File: config.mk
export PLATFORM = sky130hd
export DESIGN_NAME = fetch_stage
export DESIGN_NICKNAME = d
export VERILOG_FILES = /design/src/rtl/common.sv /design/src/rtl/fetch_buffer.sv /design/src/rtl/fetch_stage.sv
export SDC_FILE = /design/constraint.sdc
export NUM_CORES = 1
export LEC_CHECK = 0
export BUFFER_PORTS_ARGS = -buffer_cell sky130_fd_sc_hd__buf_2
export CORE_MARGIN = 5
export CORE_UTILIZATION = 40
export DETAILED_ROUTE_END_ITERATION = 6
export GPL_TIMING_DRIVEN = 0
export PLACE_DENSITY = 0.61
export SLEW_MARGIN = 20
export SYNTH_ARGS = -nofsm -noshare
export SYNTH_HDL_FRONTEND = slang
export SYNTH_SLANG_ARGS = --single-unit
File: constraint.sdc
create_clock -name clk -period 3.8 [get_ports clk]
set_input_delay 0.57 -clock clk [delete_from_list [all_inputs] [get_ports clk]]
set_output_delay 0.57 -clock clk [all_outputs]
set_load 0.05 [all_outputs]
File: src/rtl/common.sv
// Shared pipeline types: instruction word, canonical NOP, and the fetch buffer entry.
package common;

  typedef logic [31:0] instruction_type;

  localparam instruction_type NOP_INSTR = 32'h0000_0013;

  typedef struct packed {
    logic [31:0]     pc;
    instruction_type instruction;
  } fetch_entry_type;

endpackage

File: src/rtl/fetch_buffer.sv
// Power-of-two FIFO of fetch entries with push, pop, synchronous clear and occupancy count.
module fetch_buffer
  import common::*;
#(
  parameter int unsigned DEPTH = 2,
  localparam int unsigned CNT_W = $clog2(DEPTH) + 1
) (
  input  logic            clk,
  input  logic            rst,
  input  logic            clr,
  input  logic            push,
  input  fetch_entry_type push_data,
  input  logic            pop,
  output fetch_entry_type head,
  output logic [CNT_W-1:0] count,
  output logic            empty,
  output logic            full
);

  localparam int unsigned PTR_W = $clog2(DEPTH);

  fetch_entry_type  mem [DEPTH];
  logic [PTR_W-1:0] rd_ptr_q, rd_ptr_d, wr_ptr_q, wr_ptr_d;
  logic [CNT_W-1:0] count_q, count_d;
  logic             do_push, do_pop;

  assign empty   = (count_q == '0);
  assign full    = (count_q == CNT_W'(DEPTH));
  assign do_pop  = pop && !empty;
  // A pop in the same cycle frees the slot a full buffer needs for the push.
  assign do_push = push && (!full || do_pop);

  always_comb begin
    rd_ptr_d = rd_ptr_q;
    wr_ptr_d = wr_ptr_q;
    count_d  = count_q;
    if (clr) begin
      rd_ptr_d = '0;
      wr_ptr_d = '0;
      count_d  = '0;
    end else begin
      if (do_push) wr_ptr_d = wr_ptr_q + PTR_W'(1);
      if (do_pop)  rd_ptr_d = rd_ptr_q + PTR_W'(1);
      unique case ({do_push, do_pop})
        2'b10:   count_d = count_q + CNT_W'(1);
        2'b01:   count_d = count_q - CNT_W'(1);
        default: count_d = count_q;
      endcase
    end
  end

  always_ff @(posedge clk or posedge rst) begin
    if (rst) begin
      rd_ptr_q <= '0;
      wr_ptr_q <= '0;
      count_q  <= '0;
    end else begin
      rd_ptr_q <= rd_ptr_d;
      wr_ptr_q <= wr_ptr_d;
      count_q  <= count_d;
    end
  end

  always_ff @(posedge clk) begin
    if (do_push && !clr) mem[wr_ptr_q] <= push_data;
  end

  assign head  = mem[rd_ptr_q];
  assign count = count_q;

endmodule

File: src/rtl/fetch_stage.sv
// Instruction fetch: PC, req/gnt/rvalid memory handshake, fetch buffer and IF/ID register.
// Optional FETCH_MISALIGN_EN adds a sticky fetch_misaligned flag for unaligned redirects.
module fetch_stage
  import common::*;
#(
  parameter logic [31:0] RESET_PC  = 32'h0000_0000,
  parameter int unsigned BUF_DEPTH = 2
) (
  input  logic            clk,
  input  logic            rst,
  input  logic            PCWrite,
  input  logic            FetchWrite,
  input  logic            PCSrc,
  input  logic [31:0]     pc_branch,
  output logic            imem_req,
  output logic [31:0]     imem_addr,
  input  logic            imem_gnt,
  input  logic            imem_rvalid,
  input  logic [31:0]     imem_rdata,
  output instruction_type instruction,
  output logic [31:0]     pc,
  output logic            valid
`ifdef FETCH_MISALIGN_EN
  ,
  output logic            fetch_misaligned
`endif
);

  localparam int unsigned CNT_W = $clog2(BUF_DEPTH) + 1;
  localparam int unsigned SUM_W = CNT_W + 1;

  logic [31:0]      fetch_pc_q, fetch_pc_d;
  logic [CNT_W-1:0] discard_q, discard_d;
  logic [CNT_W-1:0] outstanding, buf_count;
  logic [SUM_W-1:0] in_flight;
  logic             buf_empty, buf_full, pcq_empty, pcq_full;
  logic             grant, resp_keep, bypass, buf_push, buf_pop;
  fetch_entry_type  buf_head, buf_in, pcq_head, pcq_in;
  instruction_type  instr_q, instr_d;
  logic [31:0]      pc_q, pc_d;
  logic             valid_q, valid_d;
  logic             unused_sig;

  // Addresses of requests granted but not yet answered; its count is the outstanding count.
  fetch_buffer #(
    .DEPTH(BUF_DEPTH)
  ) u_pc_queue (
    .clk      (clk),
    .rst      (rst),
    .clr      (1'b0),
    .push     (grant),
    .push_data(pcq_in),
    .pop      (imem_rvalid),
    .head     (pcq_head),
    .count    (outstanding),
    .empty    (pcq_empty),
    .full     (pcq_full)
  );

  fetch_buffer #(
    .DEPTH(BUF_DEPTH)
  ) u_fetch_buffer (
    .clk      (clk),
    .rst      (rst),
    .clr      (PCSrc),
    .push     (buf_push),
    .push_data(buf_in),
    .pop      (buf_pop),
    .head     (buf_head),
    .count    (buf_count),
    .empty    (buf_empty),
    .full     (buf_full)
  );

  assign in_flight = SUM_W'(buf_count) + SUM_W'(outstanding);
  // Capping buffered-plus-outstanding guarantees every response has a buffer slot.
  assign imem_req  = !rst && PCWrite && !PCSrc && (in_flight < SUM_W'(BUF_DEPTH));
  assign imem_addr = fetch_pc_q;
  assign grant     = imem_req && imem_gnt;

  assign resp_keep = imem_rvalid && (discard_q == '0) && !PCSrc;
  assign bypass    = resp_keep && FetchWrite && buf_empty;
  assign buf_push  = resp_keep && !bypass;
  assign buf_pop   = FetchWrite && !PCSrc && !buf_empty;

  assign pcq_in = '{pc: fetch_pc_q, instruction: NOP_INSTR};
  assign buf_in = '{pc: pcq_head.pc, instruction: imem_rdata};

  always_comb begin
    fetch_pc_d = fetch_pc_q;
    discard_d  = discard_q;
    if (PCSrc) begin
      fetch_pc_d = {pc_branch[31:2], 2'b00};
      // Everything still in flight after this edge belongs to the wrong path.
      discard_d  = outstanding - CNT_W'(imem_rvalid && (outstanding != '0));
    end else begin
      if (grant) fetch_pc_d = fetch_pc_q + 32'd4;
      if (imem_rvalid && (discard_q != '0)) discard_d = discard_q - CNT_W'(1);
    end
  end

  always_comb begin
    instr_d = instr_q;
    pc_d    = pc_q;
    valid_d = valid_q;
    if (PCSrc) begin
      instr_d = NOP_INSTR;
      valid_d = 1'b0;
    end else if (FetchWrite) begin
      if (!buf_empty) begin
        instr_d = buf_head.instruction;
        pc_d    = buf_head.pc;
        valid_d = 1'b1;
      end else if (bypass) begin
        instr_d = imem_rdata;
        pc_d    = pcq_head.pc;
        valid_d = 1'b1;
      end else begin
        instr_d = NOP_INSTR;
        valid_d = 1'b0;
      end
    end
  end

  always_ff @(posedge clk or posedge rst) begin
    if (rst) begin
      fetch_pc_q <= RESET_PC;
      discard_q  <= '0;
      instr_q    <= NOP_INSTR;
      pc_q       <= RESET_PC;
      valid_q    <= 1'b0;
    end else begin
      fetch_pc_q <= fetch_pc_d;
      discard_q  <= discard_d;
      instr_q    <= instr_d;
      pc_q       <= pc_d;
      valid_q    <= valid_d;
    end
  end

  assign instruction = instr_q;
  assign pc          = pc_q;
  assign valid       = valid_q;

`ifdef FETCH_MISALIGN_EN
  logic misaligned_q;

  always_ff @(posedge clk or posedge rst) begin
    if (rst) begin
      misaligned_q <= 1'b0;
    end else if (PCSrc && (pc_branch[1:0] != 2'b00)) begin
      misaligned_q <= 1'b1;
    end
  end

  assign fetch_misaligned = misaligned_q;
`endif

  assign unused_sig = ^{buf_full, pcq_empty, pcq_full, pcq_head.instruction, pc_branch[1:0]};

  rvalid_needs_outstanding: assert property (
    @(posedge clk) disable iff (rst) imem_rvalid |-> (outstanding != '0)
  );

endmodule

Word level (Yosys, flattened, before mapping)
Memory sizes are Yosys's and may differ from the RTL's. Cells that the tools add are included.

Multiplexer cells: 25. Shift operators: 0. Magnitude comparators: 1. Add/sub/neg operators: 12. $mul: 0. Bitwise gates (word level): 1. Divide/modulo/power cells: 0. Eq/ne operators: 7. Reductions and logical operators: 40.

Operators by type and width (count): $mux W32 (8); $add A32 B3 Y32 const B (1); $logic_and A1 B1 Y1 (18); $reduce_bool A2 Y1 (8); $mux W1 (12); $eq A2 B2 Y1 const B (4); $pmux W2 S2 (2); $logic_not A1 Y1 (7); $logic_not A2 Y1 (3); $mux W2 (3); $sub A2 B1 Y2 const B (3); $add A1 B1 Y1 const B (4); $add A2 B1 Y2 const B (2); $eq A2 B1 Y1 const B (2); $add A2 B2 Y3 (1); $lt A3 B2 Y1 const B (1); $reduce_and A3 Y1 (1); $reduce_bool A3 Y1 (1); $logic_or A1 B1 Y1 (2); $ne A2 B1 Y1 const B (1); $sub A2 B1 Y2 (1); $not A1 Y1 (1).

Bits in writable memories: 192. Bits in latches: 0. Memories kept: 2. Bits in read-only memories: 0. Flip-flop bits (word level): 107. Logic and storage cells: 99. Output and inout bits: 98.

Memories: u_fetch_buffer.mem (words 2, width 64, read ports 1, clocked after memory_dff 0, wr ports 1, RTL line fetch_buffer.sv:22) `fetch_entry_type mem [DEPTH];`; u_pc_queue.mem (words 2, width 32, read ports 1, clocked after memory_dff 0, wr ports 1, RTL line fetch_buffer.sv:22).

Depth between registers and ports, before layout
Depth after elaboration: 11. Depth in mapped cells: 10.

Modules after synthesis
A second synthesis with hierarchy kept.

Cells, all modules: 976. Area, all modules: 14571.5 um2.

By module, submodules not included: fetch_buffer (cells an instance 229, sequential area each 3943.8 um2, area an instance 4859.7 um2, instances 2); fetch_stage (cells an instance 518, sequential area each 2431.1 um2, area an instance 4852.2 um2, instances 1).

Worst setup path after synthesis
Ideal clock, no wire load.

Kind: input-to-reg. Start: input FetchWrite. End: memory u_fetch_buffer.mem[0][0] (netlist name), enable pin. Arrival time: 3.775 ns. Path buffers: 1. Stages on the path: 4. Setup time: 0.484 ns. Data required time: 3.316 ns. Path slack: -0.459 ns. Path through: clkbuf_1 -> xnor2_1 -> o21ai_0 -> nor2_1.

Cells in the longest elaborated chain, start to end: 8.

RTL lines: start: declaration (RTL line fetch_stage.sv:12) `input logic FetchWrite,`; $logic_and A1 B1 Y1 (on tied branches) (2 in a row) (RTL line fetch_stage.sv:82, fetch_stage.sv:84); $logic_not A1 Y1 or $logic_and A1 B1 Y1 (tied branches) (RTL line fetch_stage.sv:83, fetch_buffer.sv:29); $logic_and A1 B1 Y1 or $logic_or A1 B1 Y1 (tied branches) (RTL line fetch_stage.sv:83, fetch_buffer.sv:31); $logic_and A1 B1 Y1 * (RTL line fetch_buffer.sv:31) `assign do_push = push && (!full || do_pop);`; $logic_and A1 B1 Y1 * (RTL line fetch_buffer.sv:65) `if (do_push && !clr) mem[wr_ptr_q] <= push_data;`; $mux W1 * (RTL line fetch_buffer.sv:65); $mux W1 (implied by the code) * (RTL line fetch_buffer.sv:65); end: declaration (RTL line fetch_buffer.sv:22).

Every way passes the cells marked *; elsewhere a longest branch is shown, timed or not.

Worst setup path in the final report
Start: register u_fetch_buffer.count_q[0] (netlist: u_fetch_buffer.count[0]). End: memory u_pc_queue.mem[0][29] (netlist name), enable pin.

Cells in the longest elaborated chain, start to end: 7.

RTL lines: start: declaration (RTL line fetch_buffer.sv:24) `logic [CNT_W-1:0] count_q, count_d;`; start signal: assignment (RTL line fetch_buffer.sv:60) `count_q <= count_d;`; $add A2 B2 Y3 (RTL line fetch_stage.sv:75) `assign in_flight = SUM_W'(buf_count) + SUM_W'(outstanding);`; $lt A3 B2 Y1 (RTL line fetch_stage.sv:77) `assign imem_req = !rst && PCWrite && !PCSrc && (in_flight < SUM_W'(BUF_DEPTH));`; $logic_and A1 B1 Y1 (RTL line fetch_stage.sv:77); $logic_and A1 B1 Y1 (RTL line fetch_stage.sv:79) `assign grant = imem_req && imem_gnt;`; $logic_and A1 B1 Y1 (RTL line fetch_buffer.sv:31); $mux W1 (RTL line fetch_buffer.sv:65); $mux W1 (implied by the code) (RTL line fetch_buffer.sv:65); end: declaration (RTL line fetch_buffer.sv:22).

No other way between the ends.

==> PnR_summary.wiki <==
{| class="wikitable"
! Metric !! Value
|-
| Initial antenna violation count || 2
|-
| Drc violations || 0
|-
| CP startpoint kind || flop
|-
| Clock buffer count from CTS || 30
|-
| Drt first-iter violations || 514
|-
| FFs w/ async S/R, synth || 35.9%
|-
| Number of levels the H-tree was split into || 1
|-
| # clock sinks || 287
|-
| Final routed wirelength across all metal layers || 30300 µm
|-
| Aggregate global routing overflow || 0
|-
| Largest clock skew in the final design || between 0.01 and 0.015 ns
|-
| Synthesized area || 11700 µm²
|-
| Post-CTS sizing || 0
|-
| All-layer global routing usage || 18.1%
|-
| Drt pass-1 iters || 5
|-
| Starting utilization of the core area || 40.6%
|-
| Post-synth EDFFs || 184
|-
| Routed wire length per instance || 20.6 µm
|-
| I/O pin cnt || about 170
|-
| Critical path fanouts, max || 20
|-
| VDD IR-drop max || 291 µV
|-
| Syn avg cell area || around 14 µm²
|-
| CTS hold repair buffers || 0
|-
| Post-layout min period || 3.38 ns
|-
| TritonCTS clock tree || done
|-
| Kind of capture point of the worst setup path || flop
|-
| Worst slew slack as a fraction of its limit || 41.6%
|-
| DR vias/cell || 5.26
|-
| Register area share after synthesis || 69.4%
|-
| Areal power density over the cells || around 650 nW/µm²
|-
| Largest net degree at the start of global routing || 54
|-
| Count of buffers from port buffering || ~160
|-
| Vert. Die Dim || 181 µm
|-
| CP required || 4.05 ns
|-
| Top post-synthesis cells by area || edfxtp_1 47%, dfrtp_1 21%, mux2i_1 5.3%, mux2_2 3.2%, a221o_1 3.0%
|-
| Critical path endpoint || u_pc_queue.mem[0][29]
|-
| Utilization after layout || 49.8%
|-
| Number of standard cells in the final layout excluding fillers || 1474
|-
| FF-to-FF Start || u_fetch_buffer.count[0]
|-
| Cells after synthesis || 856
|-
| Worst-case register-to-register setup slack || 0.42 ns
|-
| Total length of routed met3 wires || ~1400 µm
|-
| Hold violation total from the final report || 0
|-
| Arrival time of data at the critical path endpoint || 3.63 ns
|-
| Most instantiated flip-flop cell in the synthesis netlist || edfxtp_1
|-
| Most frequent cell after synthesis || edfxtp_1
|-
| Fraction of final layout cells sized beyond drive strength 1 || about a quarter
|-
| Total power of the final layout || 9.32 mW
|-
| Area growth from synthesis to final layout || 22.6%
|-
| Antenna violation net count after detailed routing || 0
|-
| Final net count || between 1000 and 1500
|-
| Horizontal die dimension || approximately 180 µm
|-
| Clock slew seen by the registers of the worst setup and hold paths || 0.06 ns
|-
| # Max-Cap Violations || 0
|-
| Register Area || between 8000 and 9000 µm²
|-
| Setup Crit Path Kind || flop to flop
|-
| Core region area || 28800 µm²
|-
| Critical Path Max Stage Delay || roughly 0.43 ns
|-
| Leading area contributor after synthesis || edfxtp_1
|-
| Run status || complete, no violations
|-
| Count of cells along the worst register-to-register path || 10
|-
| # placed instances || 1414
|-
| Classification of the worst-slack hold path || input pin to asynchronous set/reset pin
|-
| RSZ-0062 raised after global routing || false
|-
| Count of cell types in the netlist || 51
|-
| Ordered cell list for the critical path || clkbuf_1 -> and2_1 -> fa_1 -> nor4b_2 -> and3_1 -> buf_4 -> buf_2 -> o21ai_0 -> nor2_4 -> buf_16
|-
| Worst slew pin tran || 0.874 ns
|-
| Number of warnings printed during yosys synthesis || 0
|-
| Number of global-route vias before repair || just under 8000
|-
| Worst hold margin || 0.126 ns
|-
| Final Max Tran Viols || 0
|-
| Multi-input combinational cell area || 3330 µm²
|-
| Count of final setup violators || 0
|-
| Metal2 WL || 15100 µm
|-
| Fmax || 296 MHz
|-
| First-pass GRT wire length || 47000 µm
|-
| Worst reg2reg path endpoint || u_pc_queue.mem[0][29]
|-
| CP max-delay cell || fa_1
|-
| Row Count || 62
|-
| Leakage dissipation || about 5.6 nW
|-
| Routed metal-1 wirelength || about 13000 µm
|-
| Post-route fraction of the period consumed by the critical path || 89.0%
|-
| Maximum buffer depth of the clock tree || 3
|-
| Floorplan die area || 32700 µm²
|-
| List of most frequent post-synthesis cells || 184 x edfxtp_1, 100 x dfrtp_1, 86 x nor2_1, 69 x nand2_1, 62 x mux2i_1
|-
| Source-to-sink clock delay at the later pin of the worst-skew pair || ~0.54 ns
|-
| Cell at the root of the clock tree || clkbuf_16
|-
| Fraction of synthesized cell area taken by the top area cell type || 47.3%
|-
| Post-detailed-placement half-perimeter wirelength || 20700 µm
|-
| Startpoint of the most critical setup path || u_fetch_buffer.count[0]
|-
| Top layer reached by signal wires || met5
|-
| Number of synthesized register bits || 287
|-
| Routability Congestion || 0.758
|-
| Count of fill cells added during filler insertion || 2516
|-
| Via count of the routed design || 7754
|-
| Buffers inserted by post-CTS timing repair || 0
|}
[how the worst min path moves through the flow]
stage,start,endpoint,slack (ns),cells after the start
4_1_cts,rst,imem_addr[2],0.14,2
5_1_grt,rst,imem_addr[2],0.17,2
2_1_floorplan,u_pc_queue.wr_ptr_q,u_pc_queue.wr_ptr_q,0.47,1
3_3_place_gp,valid,valid,0.46,2
6_report,rst,imem_addr[2],0.13,2
3_5_place_dp,pc[23],pc[23],0.47,2
[through the flow]
step	setup WS, ns	setup TNS, ns	cell area (µm²)
6_report	0.418	0	14300
2_1_floorplan	-0.0137	-0.823	11700
3_5_place_dp	0.172	0	13300
5_1_grt	0.210	0	14300
4_1_cts	0.158	0	14300
3_3_place_gp	-1.39	-326.24	13000
[critical path, delay by kind of cell (launching register included)]
kind | cells | cell delay, ns
compound gates | 1 | 0.33
simple gates | 4 | 1.07
buf+inv | 4 | 0.93
fa+ha+maj | 1 | 0.43
flops | 1 | 0.32
[layer usage]
metal,GRT usage [%],vias to the layer above
met5,0,-
met4,4.39,2
met3,2.59,40
met2,30.5,202
met1,24.9,3892
li1,-,3618
[flip-flops by register name, indices dropped and copies added, names as in the netlist]
| signal | count |
|---|---|
| u_pc_queue.rd_ptr_q | 1 |
| u_pc_queue.mem | 60 |
| instruction | 32 |
| u_fetch_buffer.wr_ptr_q | 1 |
| u_pc_queue.count | 2 |
| u_fetch_buffer.mem | 124 |
| u_pc_queue.wr_ptr_q | 1 |
| discard_q | 2 |
| imem_addr | 30 |
| u_fetch_buffer.count | 2 |
| pc | 30 |
| u_fetch_buffer.rd_ptr_q | 1 |
| valid | 1 |
[cells in the final DEF, fill, tap and decap left out, types with 5 or more instances in the layout]
master	n
dfrtp_1	100
buf_4	8
nor2_1	82
clkbuf_16	31
nand2_1	69
bufinv_16	5
a221o_1	35
clkinv_2	5
inv_1	13
nand3_1	30
o211ai_1	7
xor2_1	6
nand4_1	9
xnor2_1	5
clkbuf_1	42
edfxtp_1	184
a21oi_1	40
buf_16	9
o21ai_0	56
buf_1	7
mux2i_1	62
nor3_1	6
mux2_2	33
buf_2	171
[cells by family (layout without fill, tap and decap cells)]
logic type | after synthesis | after routing | synth area share [%]
flops | 287 | 287 | 69.4
xor+xnor | 11 | 11 | 0.825
buf+inv | 66 | 296 | 2.38
fa+ha+maj | 4 | 4 | 0.493
other cells | 1 | 5 | 0.0321
mux | 95 | 95 | 8.50
compound gates | 162 | 162 | 9.27
simple gates | 230 | 230 | 9.09
[layout make-up]
cell class                 count  area share [%]
clock inverter                12            1.28
buffer                        52            1.57
antenna                        1          0.0175
inverter                      14           0.402
clock buffer                  43            5.80
tap                          384            3.35
timing repair buffer         175            7.69
multi-input combinational    506            23.3
sequential                   287            56.6
[power by group]
part           leakage, nW  internal [mW]  switching [mW]
clock network        0.496           1.85            1.17
registers             2.98           3.77           0.224
logic                 2.12          0.647            1.66
(Power assumes the default switching activity.)
